[src/rtl/alu_op_issue.sv]
// ---------------------------------------------------------------------------
// alu_op_issue
//
// Front-end producer for the ALU opcode space (kADD..kSLT, 4'h0..4'h9).
// Accepts instruction words over a valid/ready handshake and decodes the top
// four bits into an ALU op. It tags the op with its operand field and class
// flags. It issues the op downstream through a registered output stage that
// is backed by a one-entry skid buffer. An illegal opcode (4'hA..4'hF) halts
// the issuer with a sticky error that only Reset clears.
//
// Ports:
//   Clk          system clock, all state updates on the rising edge
//   Reset        synchronous, active-high reset
//   in_valid     instr_i carries a valid instruction this cycle
//   in_ready     issuer can accept instr_i this cycle (registered)
//   instr_i      instruction word: opcode [IW-1:IW-4], operand [IW-5:0]
//   out_valid    op_o / operand_o / flags are valid
//   out_ready    ALU side consumes the output this cycle
//   op_o         decoded ALU op
//   operand_o    operand field passed through
//   is_cmp_o     op is kSEQ, kSNE or kSLT
//   is_shift_o   op is kLSH or kRSH
//   err_o        sticky illegal-opcode flag
//   err_op_o     offending opcode value
//   issue_cnt_o  count of ops consumed downstream (wraps)
// ---------------------------------------------------------------------------
module alu_op_issue #(
  parameter int IW = 9,
  parameter int CW = 16
) (
  input  logic          Clk,
  input  logic          Reset,
  input  logic          in_valid,
  output logic          in_ready,
  input  logic [IW-1:0] instr_i,
  output logic          out_valid,
  input  logic          out_ready,
  output logic [3:0]    op_o,
  output logic [IW-5:0] operand_o,
  output logic          is_cmp_o,
  output logic          is_shift_o,
  output logic          err_o,
  output logic [3:0]    err_op_o,
  output logic [CW-1:0] issue_cnt_o
);

  localparam int OW = IW - 4;

  localparam logic [3:0] kADD = 4'h0;
  localparam logic [3:0] kSUB = 4'h1;
  localparam logic [3:0] kAND = 4'h2;
  localparam logic [3:0] kOR  = 4'h3;
  localparam logic [3:0] kXOR = 4'h4;
  localparam logic [3:0] kLSH = 4'h5;
  localparam logic [3:0] kRSH = 4'h6;
  localparam logic [3:0] kSEQ = 4'h7;
  localparam logic [3:0] kSNE = 4'h8;
  localparam logic [3:0] kSLT = 4'h9;

  typedef enum logic {
    sRun,
    sHalt
  } stateT;

  stateT state;
  stateT stateNext;

  logic          outValidQ, outValidD;
  logic [3:0]    outOpQ, outOpD;
  logic [OW-1:0] outOperandQ, outOperandD;
  logic          skidValidQ, skidValidD;
  logic [3:0]    skidOpQ, skidOpD;
  logic [OW-1:0] skidOperandQ, skidOperandD;
  logic          inReadyQ, inReadyD;
  logic          errQ, errD;
  logic [3:0]    errOpQ, errOpD;
  logic [CW-1:0] cntQ, cntD;

  logic [3:0]    inOp;
  logic [OW-1:0] inOperand;
  logic          opLegal;
  logic          accept;
  logic          acceptLegal;
  logic          acceptIllegal;
  logic          transfer;

  // Handshake qualifiers. Everything below runs from these, so in_ready stays
  // a pure register output. It never depends on out_ready.
  always_comb begin
    inOp          = instr_i[IW-1:IW-4];
    inOperand     = instr_i[IW-5:0];
    opLegal       = (inOp <= kSLT);
    accept        = in_valid && inReadyQ;
    acceptLegal   = accept && opLegal;
    acceptIllegal = accept && !opLegal;
    transfer      = outValidQ && out_ready;
  end

  // FSM state register. Reset is checked first, so it overrides any
  // handshake that happens on the same edge.
  always_ff @(posedge Clk) begin
    if (Reset) begin
      state <= sRun;
    end else begin
      state <= stateNext;
    end
  end

  // FSM next-state logic. An accepted illegal opcode ends RUN for good.
  // Only Reset leaves HALT.
  always_comb begin
    stateNext = state;
    case (state)
      sRun:    if (acceptIllegal) stateNext = sHalt;
      sHalt:   stateNext = sHalt;
      default: stateNext = sRun;
    endcase
  end

  // Datapath next-state logic for the output stage, the skid buffer, the
  // error capture and the transfer counter. A new op can only be accepted
  // while the skid buffer is empty. So on a transfer, a waiting skid entry
  // always wins the output stage, and an incoming op only lands in the skid
  // when the output stage is stalled. After a halt, ops already queued keep
  // draining, because nothing here depends on the FSM state.
  always_comb begin
    outValidD    = outValidQ;
    outOpD       = outOpQ;
    outOperandD  = outOperandQ;
    skidValidD   = skidValidQ;
    skidOpD      = skidOpQ;
    skidOperandD = skidOperandQ;
    errD         = errQ;
    errOpD       = errOpQ;
    cntD         = cntQ;

    if (transfer) begin
      cntD = cntQ + CW'(1);
      if (skidValidQ) begin
        outValidD   = 1'b1;
        outOpD      = skidOpQ;
        outOperandD = skidOperandQ;
        skidValidD  = 1'b0;
      end else if (acceptLegal) begin
        outValidD   = 1'b1;
        outOpD      = inOp;
        outOperandD = inOperand;
      end else begin
        outValidD   = 1'b0;
      end
    end else if (acceptLegal) begin
      if (!outValidQ) begin
        outValidD   = 1'b1;
        outOpD      = inOp;
        outOperandD = inOperand;
      end else begin
        skidValidD   = 1'b1;
        skidOpD      = inOp;
        skidOperandD = inOperand;
      end
    end

    if (acceptIllegal && !errQ) begin
      errD   = 1'b1;
      errOpD = inOp;
    end

    inReadyD = (stateNext == sRun) && !skidValidD;
  end

  // Datapath registers. Reset empties both stages and drops any buffered
  // op, so no stale op is issued after reset.
  always_ff @(posedge Clk) begin
    if (Reset) begin
      outValidQ    <= 1'b0;
      outOpQ       <= kADD;
      outOperandQ  <= '0;
      skidValidQ   <= 1'b0;
      skidOpQ      <= kADD;
      skidOperandQ <= '0;
      inReadyQ     <= 1'b1;
      errQ         <= 1'b0;
      errOpQ       <= 4'h0;
      cntQ         <= '0;
    end else begin
      outValidQ    <= outValidD;
      outOpQ       <= outOpD;
      outOperandQ  <= outOperandD;
      skidValidQ   <= skidValidD;
      skidOpQ      <= skidOpD;
      skidOperandQ <= skidOperandD;
      inReadyQ     <= inReadyD;
      errQ         <= errD;
      errOpQ       <= errOpD;
      cntQ         <= cntD;
    end
  end

  // Output logic. The class flags are decoded from the stored op, so they
  // stay stable along with it while the output stage is stalled.
  always_comb begin
    in_ready    = inReadyQ;
    out_valid   = outValidQ;
    op_o        = outOpQ;
    operand_o   = outOperandQ;
    is_cmp_o    = (outOpQ == kSEQ) || (outOpQ == kSNE) || (outOpQ == kSLT);
    is_shift_o  = (outOpQ == kLSH) || (outOpQ == kRSH);
    err_o       = errQ;
    err_op_o    = errOpQ;
    issue_cnt_o = cntQ;
  end

  // These opcodes are listed for completeness of the encoding table. The
  // decode above treats them only as members of the legal range.
  logic unusedOps;
  assign unusedOps = ^{kSUB, kAND, kOR, kXOR};

endmodule

[config.mk]
export PLATFORM = sky130hd
export DESIGN_NAME = alu_op_issue
export DESIGN_NICKNAME = d
export VERILOG_FILES = /design/src/rtl/alu_op_issue.sv
export SDC_FILE = /design/constraint.sdc
export NUM_CORES = 1
export LEC_CHECK = 0
export CAP_MARGIN = 20
export CORE_UTILIZATION = 40
export CTS_CLUSTER_SIZE = 14
export DETAILED_ROUTE_END_ITERATION = 16
export PLACE_DENSITY_LB_ADDON = 0.12
export SETUP_SLACK_MARGIN = 0.2
export SLEW_MARGIN = 15
export SYNTH_ARGS = -nofsm -noshare
export SYNTH_HDL_FRONTEND = slang
export SYNTH_SLANG_ARGS = --single-unit
[constraint.sdc]
create_clock -name Clk -period 2.2 [get_ports Clk]
set_input_delay 0.33 -clock Clk [delete_from_list [all_inputs] [get_ports Clk]]
set_output_delay 0.33 -clock Clk [all_outputs]
set_load 0.01 [all_outputs]
==> metrics.md <==
| Metric | Value |
|---|---|
| Crit Path Category | reg2out |
| Combinational Power Share | 0.131 |
| Sw Ratio | 0.255 |
| Row cnt | 24 |
| Die H | 69.6 microns |
| Mapped Cells | slightly below 200 |
| Aggregate global routing overflow | 0 |
| Mux cell area share after synthesis | 0.0965 |
| Antenna Cells | 0 |
| Final setup vio count | 0 |
| Die width | between 60 and 70 microns |
| Post-synth top area cell | dfxtp_1 |
| Worst Hold Class | reg2reg |
| First-pass iteration count of the detailed router | 4 |
| Slack of the critical path | 0.299 ns |
| Slew Limit Fails | 0 |
| Final Power | 1.53 mW |
| Worst vdd ir | roughly 0.00032 V |
| Max-cap violations | 0 |
| H-tree levels | 2 |
| Layout Utilization | 0.558 |
| CTS tree | yes |
| CP Launch Type | flop |
| Worst hold endpoint | state |
| WP data required | ~1.9 ns |
| Async SR Flop Fraction | 0 |
| Final nets | about 260 |
| DRC Markers | 0 |
| Initial antenna violation count | 0 |
| I/O Buffers | between 40 and 50 |
| Tmin final | 1.90 ns |
| Top cells by area, synth | dfxtp_1 47%, nor2_1 7.8%, mux2i_1 6.6% |
| Synth unique cells | 33 |
| Largest net degree at the start of global routing | 19 |
| Syn Area/Cell | between 9 and 10 sq um |
| Post-DR vias/cell | approximately 5.1 |
| Post-synthesis register bit count | between 40 and 50 |
| Drt total wl | 3.81 mm |
| Post-synthesis sequential area ratio | 0.471 |
| Crit path max fanout | 4 |
| NetSw | about 0.39 mW |
| Int Pwr | approximately 1.1 mW |
| Root Buffer | clkbuf_8 |
| Cell Pwr Density | ~620 nW/um^2 |
| Final ANT Viol Nets | 0 |
| Num CTS Buffers | 5 |
| Crit-path max cell delay | between 0.5 and 0.6 ns |
| Synth Net Count | 210 |
| Headroom to the max-slew limit | 0.658 |
| Vias in the first global route | about 1,400 |
| Iter 0 DRT Violations | 44 |
| All-Layer GR Usage | 0.161 |
| Deepest clock path buffer count | 2 |
| Largest family of logic cells by synthesized area | simple AND/OR/NAND/NOR gates |
| Pleak | between 0.9 and 1 nW |
| Fmax | around 0.53 GHz |
| # fillers | between 400 and 500 |
| Post-DP HPWL | roughly 2.8 mm |
| Final worst-path cycle share | 0.864 |
| Slew @ Worst Pin | roughly 0.5 ns |
| Crit. End Element | output pin |
| Crit path max-delay family | buffers and inverters |
| EDFF count, synth | 0 |
| Final TNS setup | 0 ns |
| Buf+Inv Stages, Crit Path | 1 |
| Layout area overhead | 33.9% |
| Run status | finished clean |
| RR Startpoint | out_valid |
| Worst path slowest cell | clkdlybuf4s50_1 |
| Clock sinks | 43 |
| Layout cells sized above 1 | 0.0968 |
| # hold bufs at CTS | 0 |
| Post-route clock skew | between 0.004 and 0.005 ns |
| Post-synthesis adder-cell area fraction | 0.00684 |
| Final hold violations | 0 |
| R2R cell count | 4 |
| DIE AREA | 4840 sq um |
| Synth Area in XOR/XNOR | 0.0527 |
| I/O pins | 47 |
| Starting Density | 0.417 |
| RD Place Congestion | approximately 0.71 |
| Synth Flop Type | dfxtp_1 |
| Clock latency on the worst-skew pair | roughly 0.29 ns |
| PostCTS Resize Cnt | 0 |
| DP Worst Slack | roughly 0.15 ns |
| Core Region | approximately 4400 sq um |
| First-pass GRT wire length | around 6.4 mm |
| Post-CTS Setup Bufs | 0 |
| Synth warn | 0 |
| Hold path cells | 2 |
| Clock slew at reported path FFs | about 0.080 ns |
| Mapped Area | roughly 1800 sq um |
| Seq pwr share | 0.543 |
| Arr. time, crit path | roughly 1.6 ns |
| Simple-Gate Fraction of Synth Area | 0.213 |
| RSZ-0062 raised after global routing | no |
| Share of the synthesized area in the top cell type | 0.471 |
| Worst flop-to-flop path endpoint | issue_cnt_o[15] |
| Worst R2R Setup Slack | about 0.61 ns |
| Via Count | approximately 1,500 |
| Clock Power Share | 0.326 |
| Worst hold start | state |
| Post-synthesis compound-gate area fraction | 0.128 |
| Critical-path cell list | nor2b_1, a32o_1, clkdlybuf4s50_1 |
| Wirelength per Cell | 12.7 microns |
## flip-flops by register name, summed over array words and instances, names as in the netlist
register	flops
skidValidQ	1
state	1
skidOperandQ	5
op_o	4
out_valid	1
skidOpQ	4
err_o	1
issue_cnt_o	16
operand_o	5
err_op_o	4
in_ready	1
## per-stage QoR
stage	instance area [sq um]	hold WS (ns)	cells
finish	2450	0.476	300
global route	2450	0.496	300
CTS	2450	0.478	300
detailed placement	2360	0.457	292
global placement	2360	0.438	292
floorplan	1830	0.427	196
## power by group through the flow
stage	logic (mW)	registers, mW	clock network, mW
floorplan	0.0945	0.853	0
global placement	0.199	0.847	0
detailed placement	0.200	0.847	0
CTS	0.202	0.829	0.508
global route	0.217	0.834	0.537
finish	0.199	0.829	0.497
## worst max path at each step
stage                              start              end  slack (ns)  depth (start not counted)
after floorplan           issue_cnt_o[4]  issue_cnt_o[15]        0.69                          4
after global placement         out_ready  issue_cnt_o[15]        0.17                          5
after detailed placement       out_ready  issue_cnt_o[15]        0.15                          5
after CTS                        op_o[2]         is_cmp_o        0.29                          3
after global routing             op_o[2]         is_cmp_o        0.24                          3
final                            op_o[2]         is_cmp_o        0.30                          3
## area by class of cell
type | count | area [sq um] | area share
clock inverter | 2 | 12.5 | 0.00511
sequential | 43 | 861 | 0.352
timing repair buffer | 54 | 520 | 0.213
clock buffer | 6 | 72.6 | 0.0297
tap | 52 | 65.1 | 0.0266
inverter | 2 | 7.51 | 0.00307
multi-input combinational | 141 | 908 | 0.371
## cells by family (layout without fill, tap and decap cells)
logic type | count (synthesis) | after routing
simple gates | 77 | 77
mux | 17 | 17
xor+xnor | 11 | 11
buf+inv | 12 | 64
fa+ha+maj | 1 | 1
flops | 43 | 43
compound gates | 35 | 35
## worst register-to-register path: stages (launching register included)
cell and delay, ns:
dfxtp_1 0.52, nand4_2 0.20, nor4_4 0.32, nand3_1 0.12, mux2_1 0.32
## synth_stat cells (5+ instances only)
| library cell | count |
|---|---|
| xnor2_1 | 5 |
| nor2b_1 | 6 |
| o22ai_1 | 9 |
| a21oi_1 | 11 |
| nor2_1 | 38 |
| dfxtp_1 | 43 |
| xor2_1 | 6 |
| mux2i_1 | 12 |
| nand2_1 | 7 |
| nand3_1 | 11 |
| a211oi_1 | 9 |
| buf_2 | 5 |
## cells in the final DEF, fill, tap and decap left out, drive strengths merged, types with 7 or more instances in the layout
cell / netlist / final
a211oi: 9 / 9
a21oi: 11 / 11
buf: 9 / 8
clkdlybuf4s50: 0 / 46
dfxtp: 43 / 43
mux2i: 12 / 12
nand2: 7 / 7
nand3: 11 / 11
nor2: 38 / 38
o22ai: 9 / 9
## metal layers
metal	wire length [microns]	global-route usage
met1	1800	0.205
met2	1860	0.275
met3	135	0.0363
met4	13	0.0408
met5	0	0
(Power assumes the default switching activity.)
